<file path="src/rtl/imem_load_ctrl_pkg.sv">
// Shared core package for the instruction-memory loader: FSM states and
// default geometry. Optional feature macro: IMEM_LOAD_CHECKSUM_EN.
package imem_load_ctrl_pkg;

    localparam int DEF_MEMORY_WIDTH = 16;
    localparam int DEF_MEMORY_DEPTH = 1024;

    typedef enum logic [2:0] {
        IDLE,
        LOAD_LO,
        LOAD_HI,
        WRITE,
        CHECK,
        DONE
    } state_t;

    // States in which the loader pulls bytes from the stream.
    function automatic logic takes_byte(state_t s);
`ifdef IMEM_LOAD_CHECKSUM_EN
        return s inside {LOAD_LO, LOAD_HI, CHECK};
`else
        return s inside {LOAD_LO, LOAD_HI};
`endif
    endfunction

endpackage

</file>
<file path="src/rtl/imem_load_ctrl.sv">
// Byte-stream instruction-memory loader: assembles little-endian halfwords
// and writes them while holding the core. Optional: IMEM_LOAD_CHECKSUM_EN.
module imem_load_ctrl
    import imem_load_ctrl_pkg::*;
#(
    parameter int MEMORY_WIDTH = DEF_MEMORY_WIDTH,
    parameter int MEMORY_DEPTH = DEF_MEMORY_DEPTH
) (
    input  logic                            clk,
    input  logic                            n_rst,
    input  logic                            i_load_start,
    input  logic [$clog2(MEMORY_DEPTH):0]   i_load_len,
    input  logic                            i_abort,
    input  logic                            i_byte_valid,
    input  logic [7:0]                      i_byte,
    output logic                            o_byte_ready,
    output logic                            o_mem_we,
    output logic [$clog2(MEMORY_DEPTH)-1:0] o_mem_waddr,
    output logic [MEMORY_WIDTH-1:0]         o_mem_wdata,
    output logic                            o_core_hold,
    output logic                            o_done,
    output logic                            o_err
);

    localparam int AW = $clog2(MEMORY_DEPTH);
    localparam int LW = AW + 1;
    localparam logic [LW-1:0] DEPTH = LW'(MEMORY_DEPTH);

    state_t state;
    state_t nxt;

    logic [LW-1:0] cnt;
    logic [LW-1:0] len;
    logic [15:0]   half;
    logic [AW-1:0] waddr;
    logic          ready;
    logic          we;
    logic          hold;
    logic          done;
    logic          err;

    logic start;
    logic abort;
    logic xfer;
    logic bad_len;
    logic zero_len;
    logic more;

`ifdef IMEM_LOAD_CHECKSUM_EN
    logic [7:0] sum;
`endif

    assign start    = i_load_start & (state == IDLE);
    assign abort    = i_abort & (state != IDLE);
    assign bad_len  = i_load_len > DEPTH;
    assign zero_len = i_load_len == '0;
    assign more     = (cnt + LW'(1)) < len;

    // Abort wins over a same-cycle byte or write: neither side sees it.
    assign o_byte_ready = ready & ~abort;
    assign o_mem_we     = we & ~abort;
    assign xfer         = i_byte_valid & o_byte_ready;

    assign o_mem_waddr = waddr;
    assign o_mem_wdata = MEMORY_WIDTH'(half);
    assign o_core_hold = hold;
    assign o_done      = done;
    assign o_err       = err;

    always_comb begin
        nxt = state;
        unique case (state)
            IDLE: begin
                if (start) begin
                    if (zero_len || bad_len) nxt = DONE;
                    else                     nxt = LOAD_LO;
                end
            end
            LOAD_LO: if (xfer) nxt = LOAD_HI;
            LOAD_HI: if (xfer) nxt = WRITE;
            WRITE:   nxt = more ? LOAD_LO : CHECK;
`ifdef IMEM_LOAD_CHECKSUM_EN
            CHECK:   if (xfer) nxt = DONE;
`else
            CHECK:   nxt = DONE;
`endif
            DONE:    nxt = IDLE;
            default: nxt = IDLE;
        endcase
        if (abort) nxt = DONE;
    end

    // Outputs are registered from the next state so they track the state.
    always_ff @(posedge clk or negedge n_rst) begin
        if (!n_rst) begin
            state <= IDLE;
            cnt   <= '0;
            len   <= '0;
            half  <= '0;
            waddr <= '0;
            ready <= 1'b0;
            we    <= 1'b0;
            hold  <= 1'b0;
            done  <= 1'b0;
            err   <= 1'b0;
`ifdef IMEM_LOAD_CHECKSUM_EN
            sum   <= '0;
`endif
        end else begin
            state <= nxt;
            ready <= takes_byte(nxt);
            we    <= nxt == WRITE;
            hold  <= nxt != IDLE;
            done  <= nxt == DONE;
            if (nxt == WRITE) waddr <= cnt[AW-1:0];
            if (start) begin
                cnt <= '0;
                len <= i_load_len;
                err <= bad_len;
`ifdef IMEM_LOAD_CHECKSUM_EN
                sum <= '0;
`endif
            end
            if (xfer && state == LOAD_LO) begin
                half[7:0] <= i_byte;
`ifdef IMEM_LOAD_CHECKSUM_EN
                sum <= sum + i_byte;
`endif
            end
            if (xfer && state == LOAD_HI) begin
                half[15:8] <= i_byte;
`ifdef IMEM_LOAD_CHECKSUM_EN
                sum <= sum + i_byte;
`endif
            end
            if (state == WRITE && !abort) cnt <= cnt + LW'(1);
`ifdef IMEM_LOAD_CHECKSUM_EN
            if (xfer && state == CHECK && i_byte != sum) err <= 1'b1;
`endif
            if (abort) err <= 1'b1;
        end
    end

endmodule

</file>
<file path="config.mk">
export PLATFORM = sky130hd
export DESIGN_NAME = imem_load_ctrl
export DESIGN_NICKNAME = d
export VERILOG_FILES = /design/src/rtl/imem_load_ctrl_pkg.sv /design/src/rtl/imem_load_ctrl.sv
export SDC_FILE = /design/constraint.sdc
export NUM_CORES = 1
export LEC_CHECK = 0
export ABC_AREA = 0
export CELL_PAD_IN_SITES_DETAIL_PLACEMENT = 2
export CELL_PAD_IN_SITES_GLOBAL_PLACEMENT = 2
export CORE_AREA = 2 2 91 93
export DETAILED_ROUTE_END_ITERATION = 10
export DIE_AREA = 0 0 93 95
export PLACE_DENSITY_LB_ADDON = 0.1
export RECOVER_POWER = 25
export SYNTH_ARGS = -nofsm -noshare
export SYNTH_HDL_FRONTEND = slang
export SYNTH_SLANG_ARGS = --single-unit
</file>
<file path="constraint.sdc">
create_clock -name clk -period 6.8 [get_ports clk]
set_input_delay 1.36 -clock clk [delete_from_list [all_inputs] [get_ports clk]]
set_output_delay 1.36 -clock clk [all_outputs]
set_load 0.03 [all_outputs]
</file>
After elaboration in Yosys (flattened, before gate mapping)
Cells that the tools add are included.
{"block": "totals", "regBits": 56, "inputBits": 24, "output_inout_bits": 31, "elab_cells": 51}
{"block": "op_classes", "n_addsub": 1, "magnitude_cmp": 2, "eq_ne": 8, "n_mux": 11, "bitwise_logic": 6, "reduce_logical": 12}
{"op": "$mux 11", "count": 2}
{"op": "$mux 3", "count": 6}
{"op": "$pmux 3 s5", "count": 1}
{"op": "$eq 3x2->1 const B", "count": 4}
{"op": "$add 11x1->11 const B", "count": 1}
{"op": "$gt 11x11->1 const B", "count": 1}
{"op": "$logic_not 11->1", "count": 1}
{"op": "$lt 11x11->1", "count": 1}
{"op": "$eq 3x1->1 const B", "count": 2}
{"op": "$eq 3x3->1 const B", "count": 2}
{"op": "$reduce_bool 2->1", "count": 3}
{"op": "$reduce_bool 3->1", "count": 2}
{"op": "$and 1x1->1", "count": 5}
{"op": "$logic_and 1x1->1", "count": 3}
{"op": "$logic_not 3->1", "count": 1}
{"op": "$mux 1", "count": 2}
{"op": "$logic_not 1->1", "count": 1}
{"op": "$logic_or 1x1->1", "count": 1}
{"op": "$not 1->1", "count": 1}

Longest topological paths before layout
{"block": "logic_depth", "word_depth": 10, "ltp_mapped": 11}

Worst setup path before layout
Ideal clock, no wire load.
{"block": "synth_timing", "kind": "input to output", "startpoint": "input i_abort", "endpoint": "output o_byte_ready", "arrival_time_ns": 1.717, "path_slack_ns": 3.723, "path_stages": 2, "n_path_buf": 0, "cell_sequence": "nand2_1 and2_1"}
{"block": "synth_between", "elab_chain_cells": 3}
{"item": "from (decl)", "line": "imem_load_ctrl.sv:13", "source": "input logic i_abort,"}
{"item": "$and 1x1->1", "line": "imem_load_ctrl.sv:54", "source": "assign abort = i_abort & (state != IDLE);"}
{"item": "$not 1->1", "line": "imem_load_ctrl.sv:60", "source": "assign o_byte_ready = ready & ~abort;"}
{"item": "$and 1x1->1", "line": "imem_load_ctrl.sv:60"}
{"item": "to (decl)", "line": "imem_load_ctrl.sv:16", "source": "output logic o_byte_ready,"}
Every way passes these cells.

Worst setup path after layout
{"block": "layout_timing", "startpoint": "input i_abort", "endpoint": "output o_mem_we"}
{"block": "layout_between", "elab_chain_cells": 3}
{"item": "$and 1x1->1", "line": "imem_load_ctrl.sv:54"}
{"item": "$not 1->1", "line": "imem_load_ctrl.sv:61", "source": "assign o_mem_we = we & ~abort;"}
{"item": "$and 1x1->1", "line": "imem_load_ctrl.sv:61"}
{"item": "to (decl)", "line": "imem_load_ctrl.sv:17", "source": "output logic o_mem_we,"}
Every way passes these cells.

==> results.ini <==
[run_status]
status=complete, but fails checks
violations=max-capacitance violations, max-slew violations

[drt]
vias=2016
routed_wl_um=6500
wl_per_cell_um=16.0
drtAntennaViolNets=0
viasPerCell=4.97
first_pass_iters=3
drc=0
first_iter_violations=48

[power]
ir_drop_v=0.000113
power_frac_seq_pct=44.9
p_int_uw=676
pwr-share-comb_pct=33.1
power.density_nw_per_um2=299
totalPowerFinal_uw=1030
power_frac_clock_pct=22.0
p_leak_uw=0.00168
p_sw_uw=352
swShare_pct=34.2

[clock_network]
postCtsSetupBuffers=0
ctsLongestPathBuffers=2
clkTransAtPathRegs_ns=0.11
ctsResizeCount=0
cts_tree=yes
clkLatencyLatePin_ns=0.31
ctsHoldBuffers=0
clkSinkCount=56
numCtsBuffers=5
root_buffer=clkbuf_8
htree_levels=2

[yosys]
synthMuxAreaShare_pct=11.7
synth_top_family_by_area=simple AND/OR/NAND/NOR gates
synthCells=246
synth_enable_flop_cells=0
synth_compound_area_share_pct=7.77
yosysSeqAreaShare_pct=52.1
ys_ff_latch=56
yosys.area_share.simple_pct=16.5
synth_flop_cell=dfrtp_1
synth_xor_area_share_pct=3.82
yosysWarnings=0
synthArstFlopShare_pct=100
netlist_area_sq_um=2690
syn_nets=281
synth_cell_types=38
synthAdderAreaFrac_pct=5.12
syn_area_per_cell_sq_um=10.9

[critical_path]
rr_worst_depth=11
worstReg2RegStart=cnt[0]
critPathTopFamily=buffers and inverters
worstPathArrival_ns=2.80
worst-path-max-fanout=5
cpMaxStageDelayCell=clkdlybuf4s50_1
max_stage_delay_ns=0.58
reg2reg_setup_slack_ns=3.96
critPathLaunchType=input pin
crit_path_frequent_cell=clkdlybuf4s50_1
cp_num_buf_inv=2
r2r_end=ready
worstPathRequired_ns=5.44
crit_type=in2out
crit_path_end_kind=output port
path_cells=clkdlybuf4s50_1 > nand2_1 > and2_1 > clkdlybuf4s50_1

[timing]
fin_crit_ns=4.16
setup-tns-final_ns=0
rsz0062_at_grt=no
tightest_slew_ns=3.14
worst_slack_ns=2.64
skew_ns=0.0136
fin_crit_sh_pct=61.1
clock.fmax_mhz=241
hold_viol=0
setup_viol=0
maxSlewHeadroom_pct=-109
drv_slew=57

[worst_hold_path]
hold_depth=2
hold_start=o_mem_wdata[9]
min_to=o_mem_wdata[9]
hold_class=reg2reg

[floorplan]
start_util_pct=33.9
die-height_um=95
coreArea_sq_um=7930
die_w_um=93
io_pins=55
dieArea_sq_um=8840
rows=33

[finish]
syn_to_final_growth_pct=28.0
layout.nets=335
fill_cells=865
antennaDiodeCount=0
fin_cells=406
layout-drive-gt1-share_pct=15.6

[global_route]
first_global_vias=2187
overflow=0
grt_pass1_wl_um=11200
antenna_found_initial=0
track_usage_pct=16.3
grt_start_max_net_pins=57

[placed_design]
dp_cells=398
port_buffers=54
globalplace.congestion=0.724
hpwlAfterDp_um=4700
pre_cts_slack_ns=2.61

[flow_run]
drv_cap=1

==> cell type report <==
| type | instances | area [sq um] | area share, % |
|---|---|---|---|
| well taps | 105 | 131 | 3.82 |
| repair buffers | 55 | 539 | 15.7 |
| clock buffers | 5 | 68.8 | 2.00 |
| multi-input cells | 170 | 1210 | 35.1 |
| inverters | 12 | 45.0 | 1.31 |
| clock inverters | 3 | 47.5 | 1.38 |
| flip-flops and latches | 56 | 1400 | 40.7 |
==> power by group through the flow <==
stage | Sequential [uW] | Clock, uW | Combinational [uW]
2_1_floorplan | 509 | 0 | 162
3_3_place_gp | 463 | 0 | 332
3_5_place_dp | 469 | 0 | 345
4_1_cts | 463 | 237 | 348
5_1_grt | 477 | 247 | 377
6_report | 462 | 226 | 340
==> logic make-up after synthesis <==
logic type	after synthesis
adders and majority gates	11
buffers and inverters	20
and+or+nand+nor	90
muxes	28
DFF	56
AOI/OAI and AO/OA	31
xor gates and xnor gates	10
==> stage by stage <==
step / utilization (%) / cell area, sq um / hold slack (ns)
floorplan: - / 2690 / 0.479
detailed placement: 42.0 / 3330 / 0.470
global placement: 42.0 / 3330 / 0.459
global route: 43.4 / 3440 / 0.540
finish: 43.4 / 3440 / 0.492
CTS: 43.5 / 3440 / 0.499
==> state kept, by name, summed over array words and instances, names as in the netlist, 3 cells and up <==
| name | count |
|---|---|
| cnt | 11 |
| state | 3 |
| o_mem_waddr | 10 |
| len | 11 |
| o_mem_wdata | 16 |
==> worst register-to-register path, stage by stage, from the launching register on <==
cell      delay [ns]
dfrtp_1         0.48
ha_1            0.31
and3_4          0.25
and3_4          0.22
nand3_2         0.10
xnor2_2         0.16
ha_1            0.32
nand4_1         0.12
nor2_1          0.07
a221oi_2        0.38
o32ai_1         0.17
nor3_1          0.19
==> Yosys cell counts (2+ instances only) <==
cell,number,share of area (%)
nand2b_1,3,0.70
nand3_2,2,0.74
a21oi_1,6,1.1
o21ai_0,9,1.7
xnor2_1,3,0.98
ha_1,11,5.1
inv_1,11,1.5
nor2_1,13,1.8
xnor2_2,2,1.2
nor4_1,2,0.47
nor3_1,2,0.37
a31oi_1,2,0.47
nand2_1,43,6.0
nor2b_1,2,0.47
clkbuf_1,5,0.70
and3_1,3,0.70
xor2_1,5,1.6
nand3_1,9,1.7
and2_1,2,0.47
and3_4,4,1.7
nand4_1,2,0.47
a41o_1,2,0.74
a22o_1,4,1.3
dfrtp_1,56,52
mux2_2,27,11
a21o_1,2,0.56
buf_2,3,0.56
==> layer usage <==
layer | global-route usage, % | vias up | share of wire (%)
met5 | 0 | - | 0
met4 | 4.78 | 0 | 1.1
met3 | 3.91 | 5 | 4.3
met2 | 25.5 | 36 | 47
met1 | 22.6 | 1017 | 48
li1 | - | 958 | -
==> cells in the final DEF, fill, tap and decap left out, types with 3 or more instances in the layout <==
master / synthesis / layout
ha_1: 11 / 11
o21ai_0: 9 / 9
a21oi_1: 6 / 6
nand2_1: 43 / 43
clkdlybuf4s50_1: 0 / 53
xnor2_1: 3 / 3
and3_4: 4 / 4
clkbuf_8: 0 / 5
nand3_1: 9 / 9
nor2_1: 13 / 13
nand2b_1: 3 / 3
xor2_1: 5 / 5
mux2_2: 27 / 27
a22o_1: 4 / 4
and3_1: 3 / 3
dfrtp_1: 56 / 56
inv_1: 11 / 11
==> worst max path at each step <==
| stage | cells past startpoint | endpoint | from |
|---|---|---|---|
| 6_report | 4 | o_mem_we | i_abort |
| 5_1_grt | 2 | ready | n_rst |
| 4_1_cts | 4 | o_mem_we | i_abort |
| 3_5_place_dp | 4 | o_mem_we | i_abort |
| 3_3_place_gp | 4 | o_byte_ready | i_abort |
| 2_1_floorplan | 2 | o_byte_ready | i_abort |
(Power assumes the default switching activity.)
